### config.mk
export PLATFORM = sky130hd
export DESIGN_NAME = sonic_tx_chan_66
export DESIGN_NICKNAME = d
export VERILOG_FILES = /design/src/rtl/sonic_pcs_pkg.sv /design/src/rtl/sonic_scrambler_58.sv /design/src/rtl/sonic_tx_chan_66.sv
export SDC_FILE = /design/constraint.sdc
export NUM_CORES = 1
export LEC_CHECK = 0
export CORE_MARGIN = 3
export CORE_UTILIZATION = 30
export CTS_CLUSTER_SIZE = 24
export DETAILED_ROUTE_END_ITERATION = 6
export SLEW_MARGIN = 20
export SYNTH_ARGS = -nofsm -noshare
export SYNTH_HDL_FRONTEND = slang
export SYNTH_SLANG_ARGS = --single-unit
### constraint.sdc
create_clock -name clk -period 3.5 [get_ports clk]
set_clock_uncertainty 0.2 [all_clocks]
set_input_delay 0.525 -clock clk [delete_from_list [all_inputs] [get_ports clk]]
set_output_delay 0.525 -clock clk [all_outputs]
set_load 0.02 [all_outputs]
### src/rtl/sonic_pcs_pkg.sv
// Shared PCS definitions for the SoNIC 10G transmit and receive channels:
// sync headers, datapath widths and the 66-bit block layout.
package sonic_pcs_pkg;

    localparam logic [1:0] SYNC_DATA = 2'b10;
    localparam logic [1:0] SYNC_CTRL = 2'b01;

    localparam int BLOCK_W   = 66;
    localparam int XCVR_W    = 40;
    localparam int PAYLOAD_W = 64;
    localparam int SCR_W     = 58;

    // Worst case merge: 39 pending bits plus one full block.
    localparam int BUF_W = 105;
    localparam int CNT_W = 7;

    localparam logic [7:0] IDLE_BLOCK_TYPE = 8'h1E;

    typedef struct packed {
        logic [PAYLOAD_W-1:0] payload;
        logic [1:0]           header;
    } pcs_block_t;

endpackage

### src/rtl/sonic_scrambler_58.sv
// Self-synchronous x^58+x^39+1 payload scrambler, LSB first. It is the
// counterpart of the receive-side descrambler.
module sonic_scrambler_58
    import sonic_pcs_pkg::*;
(
    input  logic                 clk,
    input  logic                 reset_n,
    input  logic                 clear,
    input  logic                 enable,
    input  logic [PAYLOAD_W-1:0] data_in,
    output logic [PAYLOAD_W-1:0] data_out
);

    logic [SCR_W-1:0] state_reg;
    logic [SCR_W-1:0] state_next;

    // Serial history: [57:0] is the prior state (oldest at bit 0), then the
    // freshly scrambled bits, so o_i taps history bits i+19 and i.
    always_comb begin
        logic [SCR_W+PAYLOAD_W-1:0] hist;
        hist = {{PAYLOAD_W{1'b0}}, state_reg};
        for (int i = 0; i < PAYLOAD_W; i++) begin
            hist[SCR_W+i] = data_in[i] ^ hist[i+SCR_W-39] ^ hist[i];
        end
        data_out   = hist[SCR_W+PAYLOAD_W-1:SCR_W];
        state_next = hist[SCR_W+PAYLOAD_W-1:PAYLOAD_W];
    end

    always_ff @(posedge clk or negedge reset_n) begin
        if (!reset_n) begin
            state_reg <= '1;
        end else if (clear) begin
            state_reg <= '1;
        end else if (enable) begin
            state_reg <= state_next;
        end
    end

endmodule

### src/rtl/sonic_tx_chan_66.sv
// SoNIC 10G transmit channel: scrambles 66-bit blocks and packs them into the
// continuous 40-bit transceiver word stream, inserting idles on underflow.
module sonic_tx_chan_66
    import sonic_pcs_pkg::*;
#(
    parameter logic [63:0] IDLE_PAYLOAD = {56'h0, IDLE_BLOCK_TYPE}
) (
    input  logic               clk,
    input  logic               reset_n,
    input  logic               xcvr_tx_ready,
    input  logic [BLOCK_W-1:0] data_in,
    input  logic               in_valid,
    output logic               in_ready,
    output logic [XCVR_W-1:0]  data_out,
    output logic [15:0]        idle_count
);

    logic [CNT_W-1:0]     cnt_reg, cnt_next;
    logic [BUF_W-1:0]     buf_reg, buf_next;
    logic [XCVR_W-1:0]    data_out_reg, data_out_next;
    logic [15:0]          idle_count_reg, idle_count_next;

    logic                 load;
    pcs_block_t           blk_sel;
    logic [PAYLOAD_W-1:0] scr_payload;
    logic [BLOCK_W-1:0]   blk_scr;
    logic [BUF_W-1:0]     blk_ext;
    logic [BUF_W-1:0]     merged;

    assign load     = (cnt_reg < 7'd40);
    assign in_ready = reset_n & xcvr_tx_ready & load;

    // Underflow on a load cycle always substitutes a whole idle block.
    assign blk_sel = in_valid ? pcs_block_t'(data_in)
                              : pcs_block_t'({IDLE_PAYLOAD, SYNC_CTRL});

    sonic_scrambler_58 u_scrambler (
        .clk      (clk),
        .reset_n  (reset_n),
        .clear    (~xcvr_tx_ready),
        .enable   (xcvr_tx_ready & load),
        .data_in  (blk_sel.payload),
        .data_out (scr_payload)
    );

    assign blk_scr = {scr_payload, blk_sel.header};
    assign blk_ext = {{(BUF_W-BLOCK_W){1'b0}}, blk_scr};

    always_comb begin
        merged          = buf_reg;
        cnt_next        = cnt_reg - 7'd40;
        idle_count_next = idle_count_reg;
        if (load) begin
            merged   = buf_reg | (blk_ext << cnt_reg);
            cnt_next = cnt_reg + 7'd26;
            if (!in_valid && idle_count_reg != 16'hFFFF) begin
                idle_count_next = idle_count_reg + 16'd1;
            end
        end
        data_out_next = merged[XCVR_W-1:0];
        buf_next      = merged >> XCVR_W;
    end

    always_ff @(posedge clk or negedge reset_n) begin
        if (!reset_n) begin
            cnt_reg        <= '0;
            buf_reg        <= '0;
            data_out_reg   <= '0;
            idle_count_reg <= '0;
        end else if (!xcvr_tx_ready) begin
            cnt_reg      <= '0;
            buf_reg      <= '0;
            data_out_reg <= '0;
        end else begin
            cnt_reg        <= cnt_next;
            buf_reg        <= buf_next;
            data_out_reg   <= data_out_next;
            idle_count_reg <= idle_count_next;
        end
    end

    assign data_out   = data_out_reg;
    assign idle_count = idle_count_reg;

endmodule

==> impl_metrics.toml <==
[status]
status = "finished, final reports clean"

[cells_and_area]
syn_to_final_growth_pct = 24.72
nets = 1806
fill_cells = 4633
drive_gt1_frac = 0.1920
largest_reg_flops = 65
fin_cells = 2346

[drt]
drt_iter0_markers = 1808
final_antenna_net_count = 0
avgRoutedWirePerCell_um = 25.83
drt_wl_total_mm = 60.60
vias = 13940
avgViaCountPerCell = 5.942
dr.pass1.iters = 6
route.detailed.drc = 0

[floorplan]
ios = 127
fp.dieW_um = 222.7
die_area_mm2 = 0.04959
core_mm2 = 0.04587
initial_utilization = 0.3071
die_h_um = 222.7
std_cell_rows = 78

[critical_path]
ff2ff_path_depth = 8
critical_path_class = "reg2reg"
crit_fanout = 8
cpMaxStageDelayCell = "dfstp_2"
cpPeakStageDelay_ns = 0.65
reg2reg_slack_ns = 0.23
critPathArrivalTime_ns = 3.46
critical_path.top_delay_family = "multiplexers"
start_kind = "flip-flop"
cp-end-kind = "flip-flop"
cp_cell_sequence = "xor2_2, nand2_1, mux4_1, a31oi_1, mux2i_1, a21oi_1, o21ai_0, buf_4"
cp.buffers_inverters = 1
path_depth = 8
critPathRequiredTime_ns = 3.69

[min_path]
whs_path_depth = 2
hold_class = "in2reg"

[synth]
syn-instance-count = 1552
synth_area_leaders = "dfrtp_1 23%, dfstp_2 11%, nand2_1 6.1%, xnor2_1 5.5%, mux4_2 4.6%"
synth_edf_count = 0
postSynthAreaPerCell_um2 = 9.077
synthArstFlopShare = 1.000
synth_top_area_share = 0.2256
synth_ff_type = "dfrtp_1"
syn_area_mm2 = 0.01409
synthTopCellsByCount = "230 x nand2_1, 127 x dfrtp_1, 89 x xnor2_1"
synth.most_common_cell = "nand2_1"
yosysUniqueCellTypes = 78
ys_seq_area_frac = 0.3338
syn-num-nets = 1626
ys_ff_latch = 185
ys_warn_count = 0
synth_top_area_cell = "dfrtp_1"

[global_routing]
grt_first_pass_wirelength_mm = 90.21
globalRouteTotalUtil = 0.2430
grt_max_degree = 71
grt_antenna_before_repair = 3
grt_pass1_vias = 13440
overflow = 0

[pwr]
p_leak_uw = 0.007217
power_uw = 21910
power_frac_comb = 0.720
p_switching_uw = 11070
seqPwrFrac = 0.178
switching_share = 0.5055
p_int_uw = 10830
p_per_area_mw_per_mm2 = 1247
ir_drop_mv = 0.4488
clockPowerShare = 0.102

[placement]
numPortBuffers = 126
place_congestion = 0.9941
hpwl_mm = 46.02
dpl.cell_count = 2312

[cts]
htreeDepth = 4
clkSlewWorstSetupHoldPaths_ns = 0.07
clock-sinks = 185
cts_root_buf = "clkbuf_16"
cts_tree = "done"
clk_path_buf_depth = 2
clkLatencyLatePin_ns = 0.51
cts_setup_buffers = 0
cts_buffers = 17

[timing]
report.final.slew_viol_count = 0
finalSetupViolations = 0
maxSlewHeadroom = 0.3725
rsz0062_at_grt = "false"
max_freq_mhz = 305.9
hold_viol = 0
finalCriticalPeriod_ns = 3.270
finalCritPeriodShare = 0.9341
tightest_slew_ns = 0.9341

[job]
maxCapViolations = 0
## worst register-to-register path, stage by stage (launching register included)
cell and delay (ns):
dfstp_2 0.65, xor2_2 0.48, nand2_1 0.11, mux4_1 0.59, a31oi_1 0.34, mux2i_1 0.21, a21oi_1 0.25, o21ai_0 0.16
buf_4 0.17
## final timing paths
kind / from / to
max in group asynchronous: reset_n / cnt_reg[1]
hold reg to reg: buf_reg[0] / data_out[0]
hold / removal: xcvr_tx_ready / u_scrambler.state_reg[54]
min in group asynchronous: reset_n / buf_reg[45]
setup reg to reg: u_scrambler.state_reg[27] / data_out[30]
setup / recovery: u_scrambler.state_reg[27] / data_out[30]
## power by group through the flow
stage	combinational (uW)	clock, uW	sequential [uW]
after floorplan	8980	0	3790
final	15800	2220	3900
after global routing	16600	2340	3970
after detailed placement	15400	0	3910
after global placement	15300	0	3900
after CTS	15400	2260	3880
## cells by family (layout without fill, tap and decap cells)
kind of cell,count (synthesis),count (layout),share of synthesized area
AND/OR/NAND/NOR,487,487,0.1557
AO/OA/AOI/OAI,430,430,0.2223
flip-flops,185,185,0.3338
XOR/XNOR,180,180,0.1320
buffers and inverters,153,346,0.04370
multiplexers,113,113,0.1090
adder cells (fa/ha/maj),4,4,0.003553
other,0,1,0
## metal layers
metal,vias to the layer above,part of all wire,track usage
li1,6102,-,-
met1,6939,0.42,0.3305
met2,766,0.45,0.3700
met4,2,0.042,0.1048
met3,130,0.095,0.05602
met5,-,0.00020,0
## stage by stage
stage                     setup TNS (ns)  utilization  setup slack [ns]  instance area, um^2  hold slack [ns]
after floorplan                        0            -            0.1414                14090          0.02941
final                                  0       0.3830            0.2305                17570           0.1229
after detailed placement        -0.02446       0.3685          -0.01737                16910           0.2475
after global routing                   0       0.3830            0.1009                17570           0.1150
after global placement                 0       0.3685           0.01983                16910           0.2435
after CTS                              0       0.3830            0.2639                17570          0.09857
## final cells by class
cell class              count  area, um^2  area share
diodes                      1       2.502   0.0001424
clock buffers              17       425.4     0.02421
clock inverters            15       226.5     0.01289
inverters                  19       71.32    0.004059
multi-input cells        1214        8777      0.4996
flip-flops and latches    185        4710      0.2681
well taps                 600       750.7     0.04273
repair buffers            295        2606      0.1483
## cell usage in the layout (no fill, tap or decap), types with 8 or more instances in the layout
| cell type | instances |
|---|---|
| buf_4 | 164 |
| o221ai_1 | 13 |
| a32oi_1 | 8 |
| o211ai_1 | 63 |
| xnor3_1 | 14 |
| xor2_1 | 67 |
| and3_1 | 10 |
| inv_1 | 15 |
| o21ai_0 | 70 |
| xnor2_1 | 89 |
| a22oi_1 | 24 |
| clkdlybuf4s50_1 | 123 |
| nand4_1 | 12 |
| nand2_1 | 230 |
| mux2i_1 | 65 |
| o32ai_1 | 13 |
| a211oi_1 | 19 |
| mux4_2 | 29 |
| o22ai_1 | 24 |
| a21o_1 | 18 |
| clkbuf_16 | 17 |
| dfstp_2 | 58 |
| a22o_1 | 17 |
| a31oi_1 | 13 |
| a32o_1 | 8 |
| dfrtp_1 | 123 |
| nand2b_1 | 10 |
| a211o_1 | 14 |
| a221o_1 | 8 |
| nand3_1 | 49 |
| a21oi_1 | 40 |
| and2_1 | 18 |
| a221oi_1 | 12 |
| nor2_1 | 81 |
| nor3_1 | 35 |
| mux2_2 | 16 |
## what timing repair did
action	CTS	global route
hold endpoints to repair	17	0
hold buffers	1	0
resized for setup	0	0
Note: power is estimated with default switching activity, not from simulation.
==> RTL edit, RTL diff (config.mk and constraints unchanged) <==
Put one more register stage on the output `idle_count`, with the module's reset. The value now appears one clock later. The other outputs are not delayed to match.
--- a/src/rtl/sonic_tx_chan_66.sv
+++ b/src/rtl/sonic_tx_chan_66.sv
@@ -80,7 +80,13 @@
     end
 
     assign data_out   = data_out_reg;
-    assign idle_count = idle_count_reg;
+    always_ff @(posedge clk or negedge reset_n) begin
+        if (!reset_n) begin
+            idle_count <= '0;
+        end else begin
+            idle_count <= idle_count_reg;
+        end
+    end
 
 endmodule
 
Behaviour: not the same (Yosys sat finds a counterexample within 4 cycles, from zero or initial values and one cycle with reset_n low).
==> RTL edit against the original RTL <==
Cell area is 6.4% higher. Routed wire length increased by 8.6%. Sequential power grew 8.5%. Sequential cell count up 16. Power grew 7.0%. Setup slack got worse by 110 ps. Critical path depth increased by 1. Fmax shrank 3.2%. Area after synthesis is 5.5% higher.
==> RTL edit: results (changes against the original RTL) <==
| Metric | Value |
|---|---|
| Fillcell total | 4827 (+4.2%) |
| First-iteration detailed-routing DRC count | 1505 (-17%) |
| DPL Wire Length | 49300 µm (+7.1%) |
| Synth unique cells | 81 (+3.8%) |
| Sequential-to-total area share from yosys stat | 34.3% (+0.97 points) |
| Layout cells sized above 1 | 20.0% (+0.85 points) |
| Hold_ws | 224 ps (+101 ps) |
| Crit Path Max Fanout | 6 (-2) |
| Leak pwr | 0.00760 µW (+5.4%) |
| WL final | 65800 µm (+8.6%) |
| Top delay family on crit path | compound AO/OA/AOI/OAI gates |
| Vias per inst | 5.92 (-0.29%) |
| Metal1 wirelength | 27100 µm (+7.1%) |
| Worst vdd ir | 0.488 mV (+8.8%) |
| Hold Crit Depth | 0 (-2) |
| Cells after Synth | 1602 (+3.2%) |
| Post-route setup slack | 123 ps (-108 ps) |
| Place WS | -42.5 ps (-25.1 ps) |
| Largest net degree at the start of global routing | 119 (+68%) |
| Gp weighted congestion | 1.02 (+2.6%) |
| Status | finished, final reports clean |
| Initial antenna violation count | 0 (-3) |
| First-pass GRT wire length | 96500 µm (+6.9%) |
| Routed wl met2 | 29300 µm (+8.6%) |
| Wire length on met3 | 5960 µm (+3.4%) |
| Total number of vias | 14562 (+4.5%) |
| Placed cell areas | 17700 µm² (+4.6%) |
| Total GRT Usage | 24.4% (+0.11 points) |
| Grt met1 use | 32.4% (-0.65 points) |
| Hold Path Class | reg2reg |
| CTS HTree Levels | 1 (-3) |
| Max incr delay on CP | 690 ps (+40 ps) |
| R2r endpoint | buf_reg[20] |
| Met2 usage | 38.1% (+1.1 points) |
| Fin nets | 1855 (+2.7%) |
| Max Root-Sink Buffers | 3 (+1) |
==> RTL edit: logic make-up after synthesis <==
group	count (synthesis)	synth area share, %
AOI/OAI and AO/OA	476	24.0
xor gates and xnor gates	185	13.7
adders and majority gates	4	0.337
buffers and inverters	155	4.41
and+or+nand+nor	483	15.4
muxes	98	7.84
DFF	201	34.3
==> RTL edit: layout make-up <==
class / count / area (µm²) / share of cell area [%]
clock inverters: 18 / 282 / 1.51
diodes: 1 / 2.50 / 0.0134
inverters: 10 / 37.5 / 0.201
repair buffers: 296 / 2640 / 14.1
multi-input cells: 1246 / 9110 / 48.7
well taps: 656 / 821 / 4.39
clock buffers: 30 / 696 / 3.72
flip-flops and latches: 201 / 5110 / 27.3
==> RTL edit: power breakdown <==
| group | internal, µW | switching (µW) |
|---|---|---|
| Clock | 1890 | 1180 |
| Sequential | 3370 | 858 |
| Combinational | 6510 | 9640 |
